<file path="src/rtl/alu_operand_sequencer.sv">
// Four-phase ALU operand sequencer: drives the operand mux selects, lets the
// external muxes settle for a cycle, then captures one ALU result and its flags.
module alu_operand_sequencer #(
  parameter int SIZE = 8
) (
  input  logic            Clock,
  input  logic            Reset,
  input  logic            wStart,
  input  logic [2:0]      wOpcode,
  input  logic            wSelA,
  input  logic            wSelB,
  input  logic [SIZE-1:0] wOpA,
  input  logic [SIZE-1:0] wOpB,
  output logic            rMux_a_sel,
  output logic            rMux_b_sel,
  output logic [SIZE-1:0] rC,
  output logic            rCarry,
  output logic            rZero,
  output logic            rBusy,
  output logic            rDone
);

  typedef enum logic [1:0] {
    IDLE    = 2'd0,
    SELECT  = 2'd1,
    EXECUTE = 2'd2,
    DONE    = 2'd3
  } state_t;

  localparam logic [2:0] OP_ADD  = 3'b000;
  localparam logic [2:0] OP_SUB  = 3'b001;
  localparam logic [2:0] OP_AND  = 3'b010;
  localparam logic [2:0] OP_OR   = 3'b011;
  localparam logic [2:0] OP_XOR  = 3'b100;
  localparam logic [2:0] OP_PASS = 3'b101;
  localparam logic [2:0] OP_SHL  = 3'b110;
  localparam logic [2:0] OP_SHR  = 3'b111;

  state_t          state_q;
  logic [2:0]      op_q;
  logic [SIZE:0]   alu_d;

  // Result packed as {flag, value}: the top bit is carry, borrow or shifted-out bit.
  function automatic logic [SIZE:0] alu_eval(input logic [2:0]      op,
                                             input logic [SIZE-1:0] a,
                                             input logic [SIZE-1:0] b);
    logic [SIZE:0] r;
    r = '0;
    case (op)
      OP_ADD:  r = {1'b0, a} + {1'b0, b};
      OP_SUB:  r = {1'b0, a} - {1'b0, b};
      OP_AND:  r = {1'b0, a & b};
      OP_OR:   r = {1'b0, a | b};
      OP_XOR:  r = {1'b0, a ^ b};
      OP_PASS: r = {1'b0, a};
      OP_SHL:  r = {a, 1'b0};
      OP_SHR:  r = {a[0], 1'b0, a[SIZE-1:1]};
      default: r = '0;
    endcase
    return r;
  endfunction

  always_comb begin
    alu_d = alu_eval(op_q, wOpA, wOpB);
  end

  always_ff @(posedge Clock or negedge Reset) begin
    if (!Reset) begin
      state_q    <= IDLE;
      op_q       <= '0;
      rMux_a_sel <= 1'b0;
      rMux_b_sel <= 1'b0;
      rC         <= '0;
      rCarry     <= 1'b0;
      rZero      <= 1'b0;
      rBusy      <= 1'b0;
      rDone      <= 1'b0;
    end else begin
      case (state_q)
        IDLE: begin
          if (wStart) begin
            op_q       <= wOpcode;
            rMux_a_sel <= wSelA;
            rMux_b_sel <= wSelB;
            rBusy      <= 1'b1;
            state_q    <= SELECT;
          end
        end
        // Mux selects are now stable; operands are left to settle this cycle.
        SELECT: begin
          state_q <= EXECUTE;
        end
        EXECUTE: begin
          rC      <= alu_d[SIZE-1:0];
          rCarry  <= alu_d[SIZE];
          rZero   <= (alu_d[SIZE-1:0] == '0);
          rDone   <= 1'b1;
          state_q <= DONE;
        end
        DONE: begin
          rDone      <= 1'b0;
          rBusy      <= 1'b0;
          rMux_a_sel <= 1'b0;
          rMux_b_sel <= 1'b0;
          state_q    <= IDLE;
        end
        default: state_q <= IDLE;
      endcase
    end
  end

endmodule

</file>
<file path="config.mk">
export PLATFORM = sky130hd
export DESIGN_NAME = alu_operand_sequencer
export DESIGN_NICKNAME = d
export VERILOG_FILES = /design/src/rtl/alu_operand_sequencer.sv
export SDC_FILE = /design/constraint.sdc
export NUM_CORES = 1
export LEC_CHECK = 0
export BUFFER_PORTS_ARGS = -buffer_cell sky130_fd_sc_hd__buf_2
export CAP_MARGIN = 20
export CORE_ASPECT_RATIO = 0.75
export CORE_MARGIN = 5
export CORE_UTILIZATION = 58
export CTS_BUF_LIST = sky130_fd_sc_hd__clkbuf_4 sky130_fd_sc_hd__clkbuf_8
export DETAILED_ROUTE_END_ITERATION = 6
export PLACE_DENSITY = 0.81
export SLEW_MARGIN = 15
export SYNTH_ARGS = -nofsm -noshare
export SYNTH_HDL_FRONTEND = slang
export SYNTH_SLANG_ARGS = --single-unit
</file>
<file path="constraint.sdc">
create_clock -name Clock -period 3.5 [get_ports Clock]
set_clock_uncertainty 0.05 [all_clocks]
set_input_delay 0 -clock Clock [delete_from_list [all_inputs] [get_ports Clock]]
set_output_delay 0 -clock Clock [all_outputs]
set_load 0.005 [all_outputs]
</file>
# After elaboration in Yosys (flattened, before gate mapping)

Index checks and enable logic that the tools add are counted.

Flip-flop bits (word level): 19
Input bits: 24
Output and inout port bits: 14
Word-level logic and storage cells: 42

Add/subtract/negate cells: 2
Equality and inequality tests: 11
Multiplexer cells: 10
Bitwise operators: 3
Reductions and logical operators: 7

Operator list:

| cell                                                            | count |
|---|---|
| 9-bit one-hot mux with 8 select lines                           | 1 |
| 3-bit == test, second input constant                            | 4 |
| 8-bit by 8-bit adder with 9-bit output                          | 1 |
| 8-bit by 8-bit subtractor with 9-bit output                     | 1 |
| 8-bit AND                                                       | 1 |
| 8-bit logical NOT                                               | 1 |
| 8-bit bitwise OR                                                | 1 |
| 1-bit one-hot mux with 2 select lines                           | 4 |
| 2-bit one-hot mux with 4 select lines                           | 1 |
| 8-bit XOR                                                       | 1 |
| 3-bit by 2-bit == test with 1-bit output, second input constant | 2 |
| 2-bit == test, second input constant                            | 2 |
| 2-bit AND reduction                                             | 2 |
| 2-bit nonzero test                                              | 2 |
| 3-bit by 1-bit == test with 1-bit output, second input constant | 1 |
| 3-bit logical NOT                                               | 1 |
| 1-bit two-way mux                                               | 3 |
| 2-bit by 1-bit == test with 1-bit output, second input constant | 1 |
| 2-bit logical NOT                                               | 1 |
| 2-bit two-way mux                                               | 1 |
| 2-bit != test, second input constant                            | 1 |

# Depth between registers and ports, before layout

Gate-level depths: netlist (run 1).

Depth in word-level cells: 3
Gate-level depth with buffers: 12
Gate-level depth less buffers: 12

# Least setup slack after synthesis (run 1)

Ideal clock, no wire load.

Path kind: reg2reg
From: reg op_q[2]
To: reg rZero
Setup time: 0.122 ns
Arrival: 2.712 ns
Required time: 3.328 ns
Setup slack: 0.616 ns
Stages on the path, launching flop included: 12
Buffers on the path: 1
Clock period less this slack: 2.884 ns
Cells stage by stage: dfrtp_1 -> buf_2 -> nor2_2 -> nand2_1 -> mux2i_1 -> fa_1 -> a211oi_1 -> o21bai_1 -> mux2i_1 -> nor4_1 -> and4_1 -> a32o_1

Longest elaborated chain between the ends: 3
Elaborated cells between the ends (all ways): 10
Classes of those cells: 7 x eq/ne; 1 x mux; 2 x reduce/logical

Ends and longest elaborated chain:

| what                                        | line | RTL |
|---|---|---|
| start, declared                             | 40   | `logic [2:0] op_q;` |
| start signal, assigned                      | 82   | `op_q <= wOpcode;` |
| 3-bit == test, or another cell as far along | 49   | `case (op)` |
| 9-bit one-hot mux with 8 select lines (*)   | 49   |  |
| 8-bit logical NOT (*)                       | 96   | `rZero <= (alu_d[SIZE-1:0] == '0);` |
| end signal, assigned                        | 96   |  |
| end, declared                               | 18   | `output logic rZero,` |

Every way passes the cells marked *; elsewhere a longest branch is shown, timed or not.
A chain may end at the register's enable or synchronous reset.

# Final worst setup path (run 1)

Same ends and word-level chain as after synthesis.

==> results of run 1 <==
## Yosys cell counts, types with 2 or more instances
cell type  number  area share (%)
ha_1           28              17
inv_1          25             4.6
dfrtp_1        19              23
nand2_1        17             3.1
nor2_1         17             3.1
o21ai_0        16             3.9
a21oi_1        15             3.7
mux2_2          8             4.4
nand2b_1        7             2.1
xnor2_1         7             3.0
a31oi_1         6             1.8
buf_2           6             1.5
mux2i_1         6             2.9
nand3_1         6             1.5
nor2b_1         6             1.8
a211oi_1        4             1.5
nor3_1          4            0.98
o22ai_1         4             1.2
and3_1          3            0.92
nand3b_1        3             1.1
o2111ai_1       3             1.3
o21a_1          3             1.1
o31ai_1         3             1.1
a311oi_1        2            0.86
clkbuf_1        2            0.37
nor3b_1         2            0.73
o211ai_1        2            0.73
o21bai_1        2            0.73
or2_2           2            0.61
## sequential cells by signal, summed over array words and instances (netlist names)
signal and cells:
op_q 3, rBusy 1, rC 8, rCarry 1
rDone 1, rMux_a_sel 1, rMux_b_sel 1, rZero 1
state_q 2
## metrics by stage
step                std cells  instance area [µm²]  worst slack, ns
finish                    330                 2380            0.569
CTS                       330                 2380            0.598
global placement          320                 2270            0.660
detailed placement        320                 2270            0.623
floorplan                 247                 2050            0.616
global route              330                 2380            0.356
## power groups by stage
stage	Clock, mW	Combinational [mW]	Sequential (mW)
2_1_floorplan	0	0.933	0.399
3_3_place_gp	0	1.26	0.400
3_5_place_dp	0	1.29	0.404
4_1_cts	0.167	1.30	0.402
5_1_grt	0.176	1.47	0.421
6_report	0.166	1.32	0.404
## path summary, 6_finish.rpt
check / endpoint / slack (ns) / cells after the start
max in group asynchronous: rMux_a_sel / 2.97 / 2
worst max-delay path: rZero / 0.57 / 11
worst min-delay path: rMux_a_sel / 0.02 / 3
worst max register to register: rZero / 0.57 / 11
worst min register to register: rC[1] / 0.45 / 1
min in group asynchronous: rC[3] / 0.14 / 2
## layer usage
layer,global-route usage [%],vias to the layer above
li1,-,974
met5,0,-
met3,3.51,4
met2,37.8,71
met4,4.74,0
met1,33.8,935
## repair_timing
| item | CTS | global route |
|---|---|---|
| buffers inserted | 0 | 0 |
| endpoints found under the hold margin | 24 | 0 |
| hold buffers | 6 | 0 |
## final cells by class
type / instances / area (µm²)
sequential: 19 / 475
inverter: 25 / 93.8
multi-input combinational: 195 / 1440
timing repair buffer: 47 / 275
fill: 270 / 951
clock buffer: 4 / 48.8
tap: 40 / 50.0
## cells by family (layout without fill, tap and decap cells)
kind of cell    count (synthesis)  in the layout
simple gates                   74             74
compound gates                 69             69
buf+inv                        33             76
fa+ha+maj                      29             29
flops                          19             19
mux                            15             15
xor+xnor                        8              8
## worst reg2reg max path, cell delays in order, from the launching register on
cell	delay, ns
dfrtp_1	0.39
nor2_2	0.10
buf_4	0.16
nand2_1	0.19
mux2i_1	0.21
fa_1	0.46
a211oi_1	0.36
o21bai_1	0.17
mux2i_1	0.22
nor4_1	0.07
and4_1	0.22
a32o_1	0.24
==> flow_metrics.py, run 1 <==
metrics = {
    "cts": {
        "clk_latency_ns": 0.27,
        "numCtsBuffers": 3,
        "clk_pin_slew_ns": 0.07,
        "clock_path_buffers": 2,
        "root_buffer": "clkbuf_8",
        "cts-resized-gates": 0,
        "cts_tree": "yes",
        "h-tree-depth": 1,
        "clock_sinks": 19,
    },
    "critical_path": {
        "slowest_stage": "fa_1",
        "max_stage_delay_ns": 0.46,
        "path_buf_inv": 1,
        "cp_top_family": "compound AO/OA/AOI/OAI gates",
        "critPathLaunchType": "flip-flop",
        "path_common_cell": "mux2i_1",
        "path_cells": "nor2_2 > buf_4 > nand2_1 > mux2i_1 > fa_1 > a211oi_1 > o21bai_1 > mux2i_1 > nor4_1 > and4_1 > a32o_1",
        "timing.rr.start": "op_q[2]",
        "cp.arrival_ns": 3.04,
        "required_ns": 3.61,
        "worstSetupStartpoint": "op_q[2]",
        "critPathKind": "flip-flop to flip-flop",
        "end_kind": "flip-flop",
        "critPathMaxFanout": 9,
    },
    "power": {
        "power_frac_comb_pct": 69.9,
        "power_frac_seq_pct": 21.3,
        "p_int_mw": 0.973,
        "p_sw_mw": 0.918,
        "total_power_mw": 1.89,
        "swShare_pct": 48.5,
        "ir_worst_vdd_v": 0.000586,
        "p_clk_share_pct": 8.8,
        "power.density_nw_per_um2": 794,
        "leakage_nw": 1.15,
    },
    "yosys": {
        "ys_warn_count": 0,
        "synth_seq_cells": 19,
        "synthesis.area_um2": 2050,
        "synth_fa_ha_area_share_pct": 18.1,
        "synthFlopType": "dfrtp_1",
        "syn_inst": 247,
        "yosys.area_share.simple_pct": 18.6,
        "postSynthNetCount": 300,
        "yosysSeqAreaShare_pct": 23.2,
        "synth.avg_cell_area_um2": 8.28,
        "synth_xor_area_share_pct": 3.43,
        "synth-compound-area-share_pct": 22.1,
        "synth_edf_count": 0,
        "synth_top_family_by_area": "compound AO/OA/AOI/OAI gates",
        "async_flop_share_pct": 100,
        "muxShareOfSynthArea_pct": 8.07,
        "synth.distinct_cells": 48,
    },
    "floorplan": {
        "initial_core_util_pct": 61.4,
        "dieWidth_um": 78.6,
        "die_y_um": 61.4,
        "coreArea_um2": 3330,
        "die_area_um2": 4830,
        "fp-row-count": 18,
        "pin_count": 38,
    },
    "cells_and_area": {
        "final_cell_mix": "buf_2 (37), ha_1 (28), inv_1 (25)",
        "areaGrowthSynthToFinish_pct": 16.5,
        "drive_gt1_share_pct": 20.0,
        "final_net_count": 344,
        "final_util_pct": 71.5,
        "layout_commonest_cell": "buf_2",
        "n_antenna_cell": 0,
    },
    "timing": {
        "max_slew_margin_pct": 61.9,
        "final.period_utilization_pct": 83.7,
        "setup_viol": 0,
        "hold_viol": 0,
        "tns_ns": 0,
        "holdWs_ns": 0.0217,
        "rsz0062_at_grt": "no",
        "maxSlewViolCount": 0,
        "fmax_mhz": 341,
        "tightest_slew_ns": 0.572,
        "finalCriticalPeriod_ns": 2.93,
    },
    "placed_design": {
        "port_buffers": 37,
        "hpwlAfterDp_um": 4150,
        "globalplace.congestion": 0.922,
    },
    "global_route": {
        "grt_max_degree": 25,
        "grt_pass1_wl_um": 8770,
        "grtUsageTotal_pct": 23.4,
        "overflow": 0,
        "grt_pass1_vias": 1779,
        "antenna_found_initial": 0,
    },
    "detailed_routing": {
        "drc": 0,
        "wl_met3_um": 317,
        "met1_length_um": 2560,
        "vias": 1984,
        "maxUsedRoutingLayer": "met4",
        "post_drt_wl_per_cell_um": 16.3,
        "routed_via_density": 6.01,
        "first_pass_iters": 5,
        "dr_wl_met2_um": 2460,
        "drtAntennaViolNets": 0,
        "wl_um": 5380,
        "drt_iter0_markers": 201,
    },
    "run_status": {
        "status": "completed",
    },
    "hold_path": {
        "min_from": "wSelA",
        "hold_class": "input port to flip-flop",
    },
    "run": {
        "max_cap_viol_count": 0,
    },
}
(Power assumes the default switching activity.)
==> run 2, diff against run 1 <==
Clock period 3.5 ns to 3 ns, I/O delays scaled along.
==> run 2 against run 1 <==
Worst setup slack worse by 0.33 ns. Fmax up 6.0%. First-iteration DRC count up 22%. Utilization up 0.30 points. Via count up 2.0%. Sequential cell count unchanged. Hold slack worse by 0.011 ns. Combinational power up 20%. Critical path type unchanged. Largest power group unchanged.
==> flow_metrics.py, run 2 (same netlist as run 1, synthesis figures left out) <==
metrics = {
    "run_status": {
        "status": "completed",
    },
    "placed_design": {
        "port_buffers": 37,
        "globalplace.congestion": 0.943,
        "dp_slack_ns": 0.324,
        "hpwlAfterDp_um": 4210,
    },
    "cells_and_area": {
        "areaGrowthSynthToFinish_pct": 16.9,
        "drive_gt1_share_pct": 20.9,
        "nFillCells": 278,
        "seqCellArea_um2": 475,
        "final_cell_mix": "buf_2 (37), ha_1 (28), inv_1 (25)",
        "n_antenna_cell": 0,
        "largest_reg_flops": 8,
        "final_util_pct": 71.8,
        "regMostFlops": "rC",
        "final_net_count": 346,
        "top_regs": "rC x8, op_q x3, state_q x2",
        "layout_commonest_cell": "buf_2",
        "multi_input_area_um2": 1440,
    },
    "timing": {
        "maxSlewViolCount": 0,
        "tightest_slew_ns": 0.441,
        "worst_slack_ns": 0.234,
        "setup_viol": 0,
        "max_slew_margin_pct": 70.3,
        "hold_viol": 0,
        "final.period_utilization_pct": 92.2,
        "fmax_mhz": 362,
        "tns_ns": 0,
        "rsz0062_at_grt": "no",
        "holdWs_ns": 0.0110,
        "finalCriticalPeriod_ns": 2.77,
    },
    "power": {
        "ir_worst_vdd_v": 0.000691,
        "power.density_nw_per_um2": 931,
        "leakage_nw": 1.16,
        "total_power_mw": 2.23,
    },
    "run": {
        "max_cap_viol_count": 0,
    },
    "critical_path": {
        "critPathLaunchType": "flip-flop",
        "cp.arrival_ns": 2.87,
        "path_buf_inv": 1,
        "end_kind": "flip-flop",
        "path_cells": "nor2_2 > buf_4 > a21oi_1 > xnor2_1 > ha_1 > a211oi_1 > o21bai_1 > mux2i_1 > nor4_1 > and4_1 > a32o_1",
        "max_stage_delay_ns": 0.40,
        "critPathKind": "flip-flop to flip-flop",
        "critPathMaxFanout": 8,
        "required_ns": 3.10,
        "cp_top_family": "compound AO/OA/AOI/OAI gates",
        "slowest_stage": "dfrtp_1",
    },
    "cts": {
        "cts_tree": "yes",
        "h-tree-depth": 1,
        "clk_latency_ns": 0.26,
        "clk_pin_slew_ns": 0.07,
        "cts_setup_buffers": 0,
        "clock_path_buffers": 2,
        "root_buffer": "clkbuf_8",
        "clock_sinks": 19,
        "numCtsBuffers": 3,
    },
    "detailed_routing": {
        "drc": 0,
        "routed_via_density": 6.09,
        "drt_iter0_markers": 246,
        "first_pass_iters": 5,
        "drtAntennaViolNets": 0,
        "vias": 2023,
        "wl_um": 5580,
        "post_drt_wl_per_cell_um": 16.8,
    },
    "hold_path": {
        "hold_class": "input port to flip-flop",
    },
    "global_route": {
        "grt_pass1_wl_um": 8940,
        "grt_pass1_vias": 1858,
        "grtUsageTotal_pct": 23.8,
        "grt_max_degree": 24,
        "antenna_found_initial": 0,
        "overflow": 0,
    },
    "floorplan": {
        "dieWidth_um": 78.6,
        "die_area_um2": 4830,
        "initial_core_util_pct": 61.4,
        "coreArea_um2": 3330,
        "die_y_um": 61.4,
        "pin_count": 38,
        "fp-row-count": 18,
    },
}
[run 2: cell count changes in the layout (fill, tap and decap cells not counted)]
cell / previous run / this run
clkbuf_4: 1 / 0
clkinv_2: 0 / 1
dlygate4sd3_1: 6 / 5
buf_4: 4 / 7
[run 2: tightest hold or removal path: stages]
cell     delay, ns
buf_2         0.08
a31oi_1       0.07
o21ai_0       0.14
[run 2: cell type report]
| cell class | count | share of cell area, % |
|---|---|---|
| inverters | 25 | 3.92 |
| flip-flops and latches | 19 | 19.9 |
| repair buffers | 49 | 12.0 |
| well taps | 40 | 2.09 |
| multi-input cells | 195 | 60.1 |
| clock buffers | 3 | 1.73 |
| clock inverters | 1 | 0.209 |
[run 2: metal layers]
metal | routed length (µm) | vias up | GRT usage, %
li1 | - | 976 | -
met1 | 2510 | 944 | 33.6
met2 | 2570 | 90 | 39.1
met3 | 401 | 13 | 4.09
met4 | 98 | 0 | 4.99
met5 | 0 | - | 0
[run 2: through the flow]
| step | area (µm²) | std cells |
|---|---|---|
| finish | 2390 | 332 |
| global route | 2390 | 332 |
| CTS | 2390 | 332 |
| detailed placement | 2300 | 323 |
| global placement | 2300 | 323 |
| floorplan | 2050 | 247 |
[run 2: report_power, final]
group | switching, mW | leakage, nW | internal, mW
sequential | 0.0754 | 0.225 | 0.382
clock | 0.0891 | 0.0255 | 0.0924
combinational | 0.916 | 0.910 | 0.672
[run 2: timing repair]
action | 4_1_cts | 5_1_grt
hold buffers | 5 | 0
resized for setup | 0 | 0
hold endpoints to repair | 23 | 0
[run 2: final timing paths]
path | startpoint | endpoint | slack (ns) | cells past startpoint
min reg2reg | rC[1] | rC[1] | 0.43 | 1
max in group asynchronous | Reset | rMux_b_sel | 2.43 | 2
min | wSelB | rMux_b_sel | 0.01 | 3
min in group asynchronous | Reset | rC[5] | 0.16 | 2
max | op_q[2] | rZero | 0.23 | 11
max reg2reg | op_q[2] | rZero | 0.23 | 11
